File: src/rtl/viterbi_pkg.sv
// Shared types and constants for the Viterbi decoder front end: FSM state
// encoding, the branch-metric field width, the reference symbol pairs and how o_bm is packed.
package viterbi_pkg;

    typedef enum logic [2:0] {
        ST_IDLE  = 3'd0,
        ST_FETCH = 3'd1,
        ST_WAIT  = 3'd2,
        ST_EMIT  = 3'd3,
        ST_DONE  = 3'd4
    } bmu_state_t;

    localparam int SIZE_BM = 2;

    localparam logic [1:0] PAIR_00 = 2'b00;
    localparam logic [1:0] PAIR_01 = 2'b01;
    localparam logic [1:0] PAIR_10 = 2'b10;
    localparam logic [1:0] PAIR_11 = 2'b11;

    // Hamming weight of a 2-bit value: {both set, exactly one set}.
    function automatic logic [SIZE_BM-1:0] popcount2(input logic [1:0] x);
        return {x[1] & x[0], x[1] ^ x[0]};
    endfunction

    // The ACS stage expects bm3 in the top bits and bm0 in the bottom bits.
    function automatic logic [4*SIZE_BM-1:0] pack_bm(
        input logic [SIZE_BM-1:0] bm0,
        input logic [SIZE_BM-1:0] bm1,
        input logic [SIZE_BM-1:0] bm2,
        input logic [SIZE_BM-1:0] bm3
    );
        return {bm3, bm2, bm1, bm0};
    endfunction

endpackage

File: src/rtl/bmu_hamming2.sv
// Combinational Hamming branch metrics for one rate-1/2 symbol pair against
// the four possible encoder output pairs.
module bmu_hamming2
    import viterbi_pkg::*;
(
    input  logic [1:0]           pair_i,
    output logic [4*SIZE_BM-1:0] bm_o
);

    logic [SIZE_BM-1:0] bm0;
    logic [SIZE_BM-1:0] bm1;
    logic [SIZE_BM-1:0] bm2;
    logic [SIZE_BM-1:0] bm3;

    assign bm0  = popcount2(pair_i ^ PAIR_00);
    assign bm1  = popcount2(pair_i ^ PAIR_01);
    assign bm2  = popcount2(pair_i ^ PAIR_10);
    assign bm3  = popcount2(pair_i ^ PAIR_11);
    assign bm_o = pack_bm(bm0, bm1, bm2, bm3);

endmodule

File: src/rtl/viterbi_bmu_reader.sv
// Pops packed hard-decision words from the symbol FIFO, unpacks them LSB pair
// first and streams per-pair Hamming branch metrics to the ACS stage.
module viterbi_bmu_reader
    import viterbi_pkg::*;
#(
    parameter int SIZE_DATA = 8,
    parameter int SIZE_LEN  = 16
) (
    input  logic                 i_clk,
    input  logic                 i_rst_n,
    input  logic                 i_start,
    input  logic [SIZE_LEN-1:0]  i_frame_len,
    input  logic                 i_fifo_empty,
    input  logic [SIZE_DATA-1:0] i_fifo_data,
    output logic                 o_fifo_rd_en,
    output logic                 o_bm_valid,
    input  logic                 i_bm_ready,
    output logic [7:0]           o_bm,
    output logic                 o_last,
    output logic                 o_busy,
    output logic                 o_done
);

    localparam int PAIRS = SIZE_DATA / 2;
    localparam int IDX_W = (PAIRS > 1) ? $clog2(PAIRS) : 1;
    localparam logic [IDX_W-1:0] LAST_IDX = IDX_W'(PAIRS - 1);

    bmu_state_t           state_q;
    logic [SIZE_DATA-1:0] word_q;
    logic [IDX_W-1:0]     pair_idx_q;
    logic [SIZE_LEN-1:0]  remaining_q;

    logic [1:0]           pair_cur;
    logic [7:0]           bm_cur;
    logic                 xfer;
    logic                 last_pair;

    assign pair_cur  = word_q[{pair_idx_q, 1'b0} +: 2];
    assign last_pair = (remaining_q == SIZE_LEN'(1));

    bmu_hamming2 u_hamming (
        .pair_i (pair_cur),
        .bm_o   (bm_cur)
    );

    // Everything below except the FIFO read strobe is decoded from registers only.
    assign o_bm_valid   = (state_q == ST_EMIT);
    assign o_bm         = o_bm_valid ? bm_cur : 8'h00;
    assign o_last       = o_bm_valid & last_pair;
    assign o_busy       = (state_q != ST_IDLE);
    assign o_done       = (state_q == ST_DONE);
    assign o_fifo_rd_en = (state_q == ST_FETCH) & ~i_fifo_empty;
    assign xfer         = o_bm_valid & i_bm_ready;

    always_ff @(posedge i_clk or negedge i_rst_n) begin
        if (!i_rst_n) begin
            state_q     <= ST_IDLE;
            word_q      <= '0;
            pair_idx_q  <= '0;
            remaining_q <= '0;
        end else begin
            case (state_q)
                ST_IDLE: begin
                    if (i_start) begin
                        remaining_q <= i_frame_len;
                        state_q     <= (i_frame_len == '0) ? ST_DONE : ST_FETCH;
                    end
                end
                ST_FETCH: begin
                    if (!i_fifo_empty) begin
                        state_q <= ST_WAIT;
                    end
                end
                ST_WAIT: begin
                    word_q     <= i_fifo_data;
                    pair_idx_q <= '0;
                    state_q    <= ST_EMIT;
                end
                ST_EMIT: begin
                    if (xfer) begin
                        pair_idx_q <= pair_idx_q + IDX_W'(1);
                        if (remaining_q != '0) begin
                            remaining_q <= remaining_q - SIZE_LEN'(1);
                        end
                        // A short final word simply drops its unused pairs.
                        if (last_pair) begin
                            state_q <= ST_DONE;
                        end else if (pair_idx_q == LAST_IDX) begin
                            state_q <= ST_FETCH;
                        end
                    end
                end
                ST_DONE: begin
                    state_q <= ST_IDLE;
                end
                default: begin
                    state_q <= ST_IDLE;
                end
            endcase
        end
    end

endmodule

File: config.mk
export PLATFORM = sky130hd
export DESIGN_NAME = viterbi_bmu_reader
export DESIGN_NICKNAME = d
export VERILOG_FILES = /design/src/rtl/viterbi_pkg.sv /design/src/rtl/bmu_hamming2.sv /design/src/rtl/viterbi_bmu_reader.sv
export SDC_FILE = /design/constraint.sdc
export NUM_CORES = 1
export LEC_CHECK = 0
export CAP_MARGIN = 0
export CELL_PAD_IN_SITES_DETAIL_PLACEMENT = 1
export CELL_PAD_IN_SITES_GLOBAL_PLACEMENT = 2
export CORE_UTILIZATION = 33
export DETAILED_ROUTE_END_ITERATION = 12
export HOLD_SLACK_MARGIN = 0.05
export PLACE_DENSITY = 0.81
export SLEW_MARGIN = 20
export SYNTH_ARGS = -nofsm -noshare
export SYNTH_HDL_FRONTEND = slang
export SYNTH_SLANG_ARGS = --single-unit
File: constraint.sdc
create_clock -name i_clk -period 3.9 [get_ports i_clk]
set_input_delay 0.975 -clock i_clk [delete_from_list [all_inputs] [get_ports i_clk]]
set_output_delay 0.975 -clock i_clk [all_outputs]
set_load 0.02 [all_outputs]
==> impl_metrics.yaml <==
final_layout:
  drive_above_1_share_pct: 14.5
  final_common_cell: "clkdlybuf4s50_1"
  layout_common_cells: "clkdlybuf4s50_1 (41), dfrtp_1 (29), nor2_1 (15)"
  fin_area_mm2: 0.00256
  area_growth_pct: 28.4
  fin_nets: 284
  diodes: 0
timing:
  hold_viol: 0
  fin_tns_setup_ps: 0
  clock_skew_ps: 5.86
  max_freq_ghz: 0.267
  setup_viol: 0
  finalMaxSlewViolations: 0
  setup_ws_ps: 160
  tightest_slew_ps: 624
  rsz0062_at_grt: "false"
  fin_crit_sh_pct: 95.9
  maxSlewHeadroom_pct: 58.2
  min_period_ps: 3740
clocking:
  cts_setup_buffers: 0
  ctsResizeCount: 0
  path_clk_slew_ps: 70
  cts_tree: "done"
  cts.sinks: 29
  cts_buffers: 5
  cts_hold_buf: 0
  clock_latency_ps: 280
  clk_root_buffer_cell: "clkbuf_8"
  clockBufferDepth: 2
  htreeDepth: 2
global_routing:
  grt_max_degree: 36
  antenna_found_initial: 0
  grtUsageTotal_pct: 19.4
  grt_pass1_vias: 1846
  overflow: 0
  grt_pass1_wl_um: 9400
power_and_ir_drop:
  ir_worst_vdd_mv: 0.457
  pwr-share-clk_pct: 14.7
  power-per-cell-area_mw_per_mm2: 888
  p_int_uw: 1270
  swShare_pct: 44.1
  switching_power_uw: 1000
  p_seq_share_pct: 26.8
  p_leak_uw: 0.000999
  comb_power_share_pct: 58.6
floorplanning:
  ios: 42
  die_width_um: 79.7
  coreArea_mm2: 0.00568
  num_rows: 27
  die_y_um: 79.7
  die_area_mm2: 0.00635
  start_util_pct: 35.1
worst_setup_path:
  end_kind: "output pin"
  worstSetupStartpointType: "flip-flop"
  reg2reg_setup_slack_ps: 1310
  criticalPathCategory: "reg2out"
  crit_required_ps: 2920
  r2r_end: "remaining_q[0]"
  critical_path.max_fanout: 10
  crit_arrival_ps: 2770
  timing.rr.start: "remaining_q[0]"
  r2r_cells: 7
hold_path:
  min_to: "word_q[4]"
  hold_depth: 1
  hp-start: "word_q[4]"
  min_path_type: "reg2reg"
yosys:
  seq_area_frac_synth_pct: 36.4
  synth_mux_area_share_pct: 7.34
  synth_edf_count: 0
  synth-seq-cells: 29
  async_flop_share_pct: 100
  syn_area_mm2: 0.00199
  syn_nets: 248
  synth_compound_area_share_pct: 24.5
  synth_ff_type: "dfrtp_1"
  synth_xor_area_share_pct: 0
  syn_area_per_cell_um2: 9.40
  synth_warnings: 0
  postSynthCellCount: 212
  synth_top_family_by_area: "compound AO/OA/AOI/OAI gates"
  synth_fa_ha_area_share_pct: 4.39
  synth_cell_types: 53
  synth_simple_gate_area_share_pct: 20.8
drt:
  wl_met2_um: 2430
  via_per_inst: 5.63
  drc: 0
  ant_nets: 0
  drt_iter0_markers: 81
  first_pass_iters: 4
  routed-via-count: 1808
  wirelength_met1_um: 2900
  avgRoutedWirePerCell_um: 17.4
  wl_met3_um: 193
  routed.top_layer: "met4"
  wl_um: 5590
status:
  status: "completed"
place:
  place_congestion: 0.806
  pre_cts_slack_ps: 532
  io_buffers: 41
  dp_hpwl_um: 4090
  dpl-instance-area_mm2: 0.00244
run:
  drv_cap: 0
cells by family after synthesis:
| family | count (synthesis) |
|---|---|
| compound gates | 63 |
| fa+ha+maj | 7 |
| buf+inv | 28 |
| flops | 29 |
| mux | 11 |
| simple gates | 74 |
synth_stat cells, drive strengths merged, types with 2 or more instances:
cell type  number  area, um2
nor4           10       77.6
nor2           15       56.3
a41o            2       20.0
mux2            9        101
a221o           2       20.0
o22ai           3       18.8
o2bb2ai         3       26.3
a211oi          6       45.0
and2            5       31.3
a21oi           8       43.8
or4             6       52.6
ha              7       87.6
nand2          13       48.8
a22o            5       43.8
o21ai          12       71.3
nand4           3       18.8
dfrtp          29        726
clkbuf         11       41.3
o221ai          2       23.8
o31ai           2       20.0
nor3            7       35.0
or3b            2       17.5
a32o            2       20.0
o41ai           2       17.5
a2bb2oi         3       26.3
buf             5       42.5
or2             2       12.5
o211ai          3       27.5
a22oi           2       15.0
mux4            2       45.0
nand3           6       30.0
inv            11       41.3
per-layer routing:
metal	up-vias	track usage (%)
met5	-	0
met4	0	6.00
met3	4	3.66
met2	27	29.1
met1	892	27.8
li1	885	-
flip-flops by register name, indices dropped and copies added, names as in the netlist:
| register | cells |
|---|---|
| pair_idx_q | 2 |
| remaining_q | 16 |
| state_q | 3 |
| word_q | 8 |
power groups by stage:
| stage | combinational, uW | clock (uW) | sequential [uW] |
|---|---|---|---|
| after global routing | 1470 | 360 | 638 |
| final | 1330 | 333 | 609 |
| after CTS | 1350 | 341 | 606 |
| after detailed placement | 1340 | 0 | 610 |
| after global placement | 1330 | 0 | 604 |
| after floorplan | 971 | 0 | 540 |
area by class of cell:
cell class | count | area [um2]
Clock inverter | 2 | 37.5
Timing Repair Buffer | 45 | 440
Fill cell | 663 | 3120
Sequential cell | 29 | 726
Clock buffer | 6 | 82.6
Tap cell | 72 | 90.1
Inverter | 12 | 45.0
Multi-Input combinational cell | 155 | 1140
how the worst max path moves through the flow:
stage / startpoint / end / cells past startpoint / slack [ps]
global placement: remaining_q[6] / o_last / 5 / 550
global route: remaining_q[6] / o_last / 5 / 130
floorplan: state_q[0] / o_bm[6] / 6 / 1070
CTS: remaining_q[6] / o_last / 5 / 200
finish: remaining_q[6] / o_last / 5 / 160
detailed placement: remaining_q[6] / o_last / 5 / 530
stage by stage:
stage | hold slack (ps) | total power (uW) | instances | util (%)
final | 507 | 2270 | 321 | 45.1
after global placement | 486 | 1930 | 313 | 43.0
after detailed placement | 496 | 1950 | 313 | 43.0
after CTS | 513 | 2290 | 321 | 45.1
after floorplan | 464 | 1510 | 212 | -
after global routing | 537 | 2460 | 321 | 45.1
critical path, stage by stage (launching register included):
cell             delay (ps)
dfrtp_1                 390
or4_1                   730
nor3_1                  410
nand4_1                 190
nor2_1                  140
clkdlybuf4s50_1         610
(Power assumes the default switching activity.)
